File: src/rtl/hack_pkg.sv
// Shared Hack-platform definitions: native word width and the serializer FSM states.
package hack_pkg;

    localparam int HACK_WORD_W = 16;

    typedef enum logic {
        IDLE  = 1'b0,
        SHIFT = 1'b1
    } ser_state_e;

endpackage

File: src/rtl/word_serializer.sv
// Parallel-to-serial word transmitter with valid/ready on both sides.
// Define WORD_SERIALIZER_PARITY_EN to append an even-parity bit after the data bits.
module word_serializer
    import hack_pkg::*;
#(
    parameter int WIDTH     = HACK_WORD_W,
    parameter bit MSB_FIRST = 1'b1
) (
    input  logic             clk,
    input  logic             rst_n,
    input  logic [WIDTH-1:0] in,
    input  logic             in_valid,
    output logic             in_ready,
    output logic             out,
    output logic             out_valid,
    output logic             out_last,
    input  logic             out_ready
);

    localparam int CNT_W = $clog2(WIDTH + 1);
`ifdef WORD_SERIALIZER_PARITY_EN
    localparam int FRAME_LEN = WIDTH + 1;
`else
    localparam int FRAME_LEN = WIDTH;
`endif
    localparam logic [CNT_W-1:0] LAST_IDX = CNT_W'(FRAME_LEN - 1);

    ser_state_e       state_q;
    logic [CNT_W-1:0] cnt_q;
    logic [CNT_W-1:0] cnt_inc;
    logic [WIDTH-1:0] shreg_q;
    logic [WIDTH-1:0] shreg_d;
    logic [WIDTH-1:0] shreg_shift;
    logic             shreg_en;
    logic             in_ready_q;
    logic             out_valid_q;
    logic             out_last_q;
    logic             in_hs;
    logic             out_hs;
    logic             fill_bit;

    assign in_hs   = in_valid & in_ready_q;
    assign out_hs  = out_valid_q & out_ready;
    assign cnt_inc = cnt_q + 1'b1;

`ifdef WORD_SERIALIZER_PARITY_EN
    logic parity_q;

    always_ff @(posedge clk or negedge rst_n) begin
        if (!rst_n) begin
            parity_q <= 1'b0;
        end else if (in_hs) begin
            parity_q <= ^in;
        end
    end

    // Every shift fills with parity; the first fill reaches the output port after WIDTH shifts.
    assign fill_bit = parity_q;
`else
    assign fill_bit = 1'b0;
`endif

    always_comb begin
        if (MSB_FIRST) begin
            shreg_shift = (shreg_q << 1) | WIDTH'(fill_bit);
        end else begin
            shreg_shift = (shreg_q >> 1) | (WIDTH'(fill_bit) << (WIDTH - 1));
        end
        shreg_en = in_hs | out_hs;
        shreg_d  = in_hs ? in : shreg_shift;
    end

    // Load-enabled word register; the serial output is taken straight from its head bit.
    always_ff @(posedge clk or negedge rst_n) begin
        if (!rst_n) begin
            shreg_q <= '0;
        end else if (shreg_en) begin
            // NOTE: non-blocking assignments keep every flop sampling pre-edge values.
            shreg_q <= shreg_d;
        end
    end

    always_ff @(posedge clk or negedge rst_n) begin
        if (!rst_n) begin
            state_q     <= IDLE;
            cnt_q       <= '0;
            in_ready_q  <= 1'b1;
            out_valid_q <= 1'b0;
            out_last_q  <= 1'b0;
        end else begin
            case (state_q)
                IDLE: begin
                    if (in_hs) begin
                        state_q     <= SHIFT;
                        cnt_q       <= '0;
                        in_ready_q  <= 1'b0;
                        out_valid_q <= 1'b1;
                        out_last_q  <= (LAST_IDX == '0);
                    end
                end
                SHIFT: begin
                    if (out_hs) begin
                        if (out_last_q) begin
                            // Returning here costs one bubble before the next word is taken.
                            state_q     <= IDLE;
                            cnt_q       <= '0;
                            in_ready_q  <= 1'b1;
                            out_valid_q <= 1'b0;
                            out_last_q  <= 1'b0;
                        end else begin
                            cnt_q      <= cnt_inc;
                            out_last_q <= (cnt_inc == LAST_IDX);
                        end
                    end
                end
                default: begin
                    state_q <= IDLE;
                end
            endcase
        end
    end

    assign in_ready  = in_ready_q;
    assign out_valid = out_valid_q;
    assign out_last  = out_last_q;
    assign out       = MSB_FIRST ? shreg_q[WIDTH-1] : shreg_q[0];

endmodule
File: config.mk
export PLATFORM = sky130hd
export DESIGN_NAME = word_serializer
export DESIGN_NICKNAME = d
export VERILOG_FILES = /design/src/rtl/hack_pkg.sv /design/src/rtl/word_serializer.sv
export SDC_FILE = /design/constraint.sdc
export NUM_CORES = 1
export LEC_CHECK = 0
export ABC_AREA = 1
export BUFFER_PORTS_ARGS = -buffer_cell sky130_fd_sc_hd__buf_2
export CAP_MARGIN = 15
export CORE_ASPECT_RATIO = 0.8
export CORE_MARGIN = 1.5
export CORE_UTILIZATION = 35
export CTS_BUF_LIST = sky130_fd_sc_hd__clkbuf_4 sky130_fd_sc_hd__clkbuf_8 sky130_fd_sc_hd__clkbuf_16
export CTS_CLUSTER_DIAMETER = 120
export DETAILED_ROUTE_END_ITERATION = 8
export SLEW_MARGIN = 5
export SYNTH_ARGS = -nofsm -noshare
export SYNTH_HDL_FRONTEND = slang
export SYNTH_SLANG_ARGS = --single-unit
export TNS_END_PERCENT = 5
File: constraint.sdc
create_clock -name clk -period 1.3 [get_ports clk]
set_clock_uncertainty 0.05 [all_clocks]
set_input_delay 0.13 -clock clk [delete_from_list [all_inputs] [get_ports clk]]
set_output_delay 0.13 -clock clk [all_outputs]
set_load 0.05 [all_outputs]
Yosys cells after proc, flatten, opt, wreduce, memory -nomap -nowiden:

Cells that the tools add are included.

* bits in registers: 25
* input bits: 20
* output and inout port bits: 4
* word-level logic and storage cells: 37

* add/sub/neg operators: 1
* eq/ne operators: 4
* mux-type cells: 20
* bitwise logic cells: 4
* reduce and logical (&&, ||, !) cells: 2

Operators with widths (number)
* $mux W16: 1
* $mux W5: 3
* $mux W1: 11
* $pmux W5 S2: 1
* $pmux W1 S2: 4
* $add A5 B1 Y5 const B: 1
* $eq A5 B4 Y1 const B: 1
* $ne A2 B1 Y1 const B: 2
* $reduce_and A3 Y1: 1
* $and A1 B1 Y1: 2
* $ne A2 B2 Y1 const B: 1
* $reduce_and A2 Y1: 1
* $not A1 Y1: 1
* $or A1 B1 Y1: 1

Longest topological paths before layout:

* depth after elaboration: 5
* mapped depth: 7
* gate-level depth less buffers: 7

Least setup slack after synthesis:

Ideal clock, no wire load.

* kind: reg2reg
* start point: register out_valid_q (netlist: out_valid)
* end point: register shreg_q[11]
* setup time: 121 ps
* arrival time: 1237 ps
* required time: 1129 ps
* path slack: -108 ps
* cell stages (with the launch flop): 7
* buffers on the path: 1
* period minus slack after synthesis: 1408 ps
* path through: dfrtp_1 -> nand2_2 -> nand2_2 -> inv_2 -> buf_6 -> nand2_1 -> nand3_2

* longest elaborated chain between the ends: 2

RTL lines
* start: declaration: line word_serializer.sv:36 `logic out_valid_q;`
* start signal: assignment: line word_serializer.sv:88 `out_valid_q <= 1'b0;`
* start signal: assignment: line word_serializer.sv:97 `out_valid_q <= 1'b1;`
* start signal: assignment: line word_serializer.sv:108 `out_valid_q <= 1'b0;`
* $and A1 B1 Y1: line word_serializer.sv:43 `assign out_hs = out_valid_q & out_ready;`
* $or A1 B1 Y1: line word_serializer.sv:69 `shreg_en = in_hs | out_hs;`
* end signal: assignment: line word_serializer.sv:79 `shreg_q <= shreg_d;`
* end: declaration: line word_serializer.sv:31 `logic [WIDTH-1:0] shreg_q;`

No other way between the ends.
A chain may end at the register's enable or synchronous reset.

Worst setup path after layout:

* start point: register out_valid_q (netlist: out_valid)
* end point: register shreg_q[1]

Same word-level chain as after synthesis.

==> summary.txt <==
Cells and area
  – Area Growth Syn to Fin: 18.7%
  – FF+latch area: approximately 630 µm²
  – Fill count: roughly 330
  – # diodes: 0
  – Nets@finish: between 150 and 200
  – Area of the multi-input gates: between 500 and 600 µm²
  – Layout cells sized above 1: ~42%

Detailed routing
  – Met3 wire len: around 75 µm
  – DRC: 0
  – Iteration-0 DRC Markers: 28
  – Vias: ~1000
  – Top Layer Used: met4
  – First-pass detailed-route iteration total: 4
  – DRT antenna net count: 0
  – Met2 wire len: about 1.2 mm
  – Vias/cell: about 4.7
  – WL per Instance: 11.8 µm
  – Post-Route WL: approximately 2.5 mm
  – WL met1: 1.24 mm

Place
  – Final Wtd Congestion: 0.820
  – Place WS: between 0.015 and 0.02 ns
  – Dpl hpwl: between 1.5 and 2 mm
  – Port Buffer Count: 23

Floorplan
  – Core area: 0.00345 mm²
  – Initial Util: 36.8%
  – Die H: roughly 57 µm
  – I/O pins: 24
  – DIE WIDTH: around 70 µm
  – DIE AREA: roughly 0.0040 mm²
  – Core Rows: 19

Clocking
  – Clock sinks: 25
  – Later-pin clock latency in the skew report: ~0.26 ns
  – CTS tree: done
  – Clk buf depth: 2
  – Num CTS Buffers: 3
  – Root Buffer Master: clkbuf_8
  – Reg clk slew, reported paths: about 0.08 ns
  – # H-tree levels: 1

Worst setup path
  – Cell family with most CP delay: simple AND/OR/NAND/NOR gates
  – Critical Path Sink Type: register
  – Worst path max stage delay: between 0.4 and 0.5 ns
  – WP buf/inv: 0
  – WP data required: roughly 1.4 ns
  – Crit path launch type: register
  – Setup CP Type: register to register
  – Worst path cell trace: nand2_4 -> nor2_4 -> nand2_1 -> o21ai_0 -> nor2_1
  – Crit path max-delay cell type: dfrtp_2
  – Crit path DAT: about 1.4 ns
  – Worst Path Max Fanout: 14
  – Reg2reg setup slack: 0.02 ns

Global route
  – Total gr overflow: 0
  – First-pass GRT wire length: ~4.4 mm
  – Initial antenna violation count: 0
  – Largest net degree at the start of global routing: 26
  – GRT Total Usage: between 10 and 15%
  – Vias in the first global route: 986

Timing
  – Worst-Margin Slew: between 0.5 and 0.6 ns
  – Post-route minimum period: 1.28 ns
  – Final Hold Viols: 0
  – Max Transition Viols Final: 0
  – Final worst slack: 0.0203 ns
  – FMAX: between 0.7 and 0.8 GHz
  – Final setup fails: 0
  – Tcrit/Tclk final: 98.4%
  – RSZ-0062 raised after global routing: true
  – Slew headroom: 63.4%

Logic synthesis
  – Post-synth EDFFs: 0
  – Post-Syn Nets: between 150 and 200
  – Register area share after synthesis: about half
  – Async S/R FF share, synth: 100%
  – Leading area contributor after synthesis: dfrtp_1
  – Synth cell types: 23
  – Ys Warns: 0
  – Post-synth top area share: a little under half
  – Mapped Cells: ~140
  – Synth Flop Type: dfrtp_1
  – Synth top area cells: dfrtp_1, nand2_1, nand3_2
  – Top-count cell post-synth: nand2_1
  – FF+latch count, synth: 25
  – Mean Syn Cell Area: 8.99 µm²
  – Top cells by count, synth: nand2_1, dfrtp_1, nand2_2
  – Netlist Area Pre-Place: 0.00127 mm²

Min path
  – Worst min-delay path class: primary input to register

Pwr
  – Worst vdd ir: around 0.43 mV
  – Total power: approximately 1.3 mW
  – Lkg Pwr: a little over 0.8 nW
  – Power density of the placed cells: approximately 850 mW/mm²

Flow run
  – Max cap viols: 0

Status
  – Outcome: finished, final reports clean
==> metal layers <==
metal	track usage [%]	vias to the layer above
met3	1.80	2
met2	20.6	16
met5	0	-
li1	-	504
met4	7.69	0
met1	19.4	477
==> cells in the final DEF, fill, tap and decap left out <==
cell / n
nand2_2: 14
nor2_2: 3
o21ai_0: 4
nand4_1: 2
a22oi_1: 2
inv_4: 1
nand3_2: 11
buf_4: 4
nor2_4: 1
dfstp_2: 1
nand3_1: 5
ha_1: 1
buf_2: 22
clkbuf_8: 3
dfrtp_1: 23
inv_2: 5
dfrtp_2: 1
ha_2: 1
nand2_1: 40
dlygate4sd3_1: 1
nor3_1: 2
clkbuf_4: 1
nor2_1: 6
nand2_4: 3
o21ai_1: 5
o21a_1: 1
inv_1: 6
==> path summary, 6_finish.rpt <==
kind / start / endpoint / cells past startpoint
worst max-delay path: out_valid$_DFFE_PN0P_ / shreg_q[1]$_DFFE_PN0P_ / 5
worst min-delay path: in[5] / shreg_q[5]$_DFFE_PN0P_ / 3
worst max register to register: out_valid$_DFFE_PN0P_ / shreg_q[1]$_DFFE_PN0P_ / 5
worst min register to register: shreg_q[2]$_DFFE_PN0P_ / shreg_q[3]$_DFFE_PN0P_ / 2
max in group asynchronous: rst_n / out_valid$_DFFE_PN0P_ / 2
min in group asynchronous: rst_n / cnt_q[1]$_DFFE_PN0P_ / 2
==> power breakdown <==
part / internal, mW / switching (mW) / total, mW / leakage (nW)
Clock: 0.239 / 0.222 / 0.462 / 0.0262
Sequential: 0.777 / 0 / 0.777 / 0.328
Combinational: 0.0220 / 0.0249 / 0.0469 / 0.475
==> registers in the layout, summed over array words and instances (netlist names) <==
signal     flops
cnt_q          5
in_ready       1
out_last       1
out_valid      1
shreg_q       16
state_q        1
==> area by class of cell <==
type	instances	area share [%]
tap	42	3.49
sequential	25	41.8
clock buffer	4	3.24
timing repair buffer	27	9.98
multi-input combinational	101	38.4
inverter	12	3.16
==> cells by family (layout without fill, tap and decap cells) <==
family | Yosys count | after routing | synth area share (%)
buf+inv | 15 | 43 | 6.22
compound gates | 12 | 12 | 5.33
flops | 25 | 25 | 49.5
simple gates | 87 | 87 | 37.0
fa+ha+maj | 2 | 2 | 1.97
==> stage by stage <==
stage	TNS [ns]	hold slack (ns)	instance area, µm²	std cells	utilization [%]
4_1_cts	0	0.0254	1490	210	43.1
2_1_floorplan	-0.920	-0.216	1270	141	-
5_1_grt	-0.185	0.0410	1500	211	43.6
3_5_place_dp	0	0.109	1430	205	41.3
3_3_place_gp	0	0.107	1430	205	41.3
6_report	0	0.0352	1500	211	43.6
==> worst reg2reg max path: stages (launching register included) <==
cell     delay [ns]
dfrtp_2        0.43
nand2_4        0.09
nor2_4         0.38
nand2_1        0.09
o21ai_0        0.09
nor2_1         0.05
==> repair_timing <==
| item | CTS | global route |
|---|---|---|
| hold buffers | 1 | 0 |
| pin swaps | 0 | 1 |
| gates resized for setup | 1 | 3 |
| setup buffers | 0 | 1 |
| setup endpoints to repair | 1 | 7 |
| hold endpoints to repair | 24 | 0 |
No activity file was read; power rests on OpenSTA's default activity.
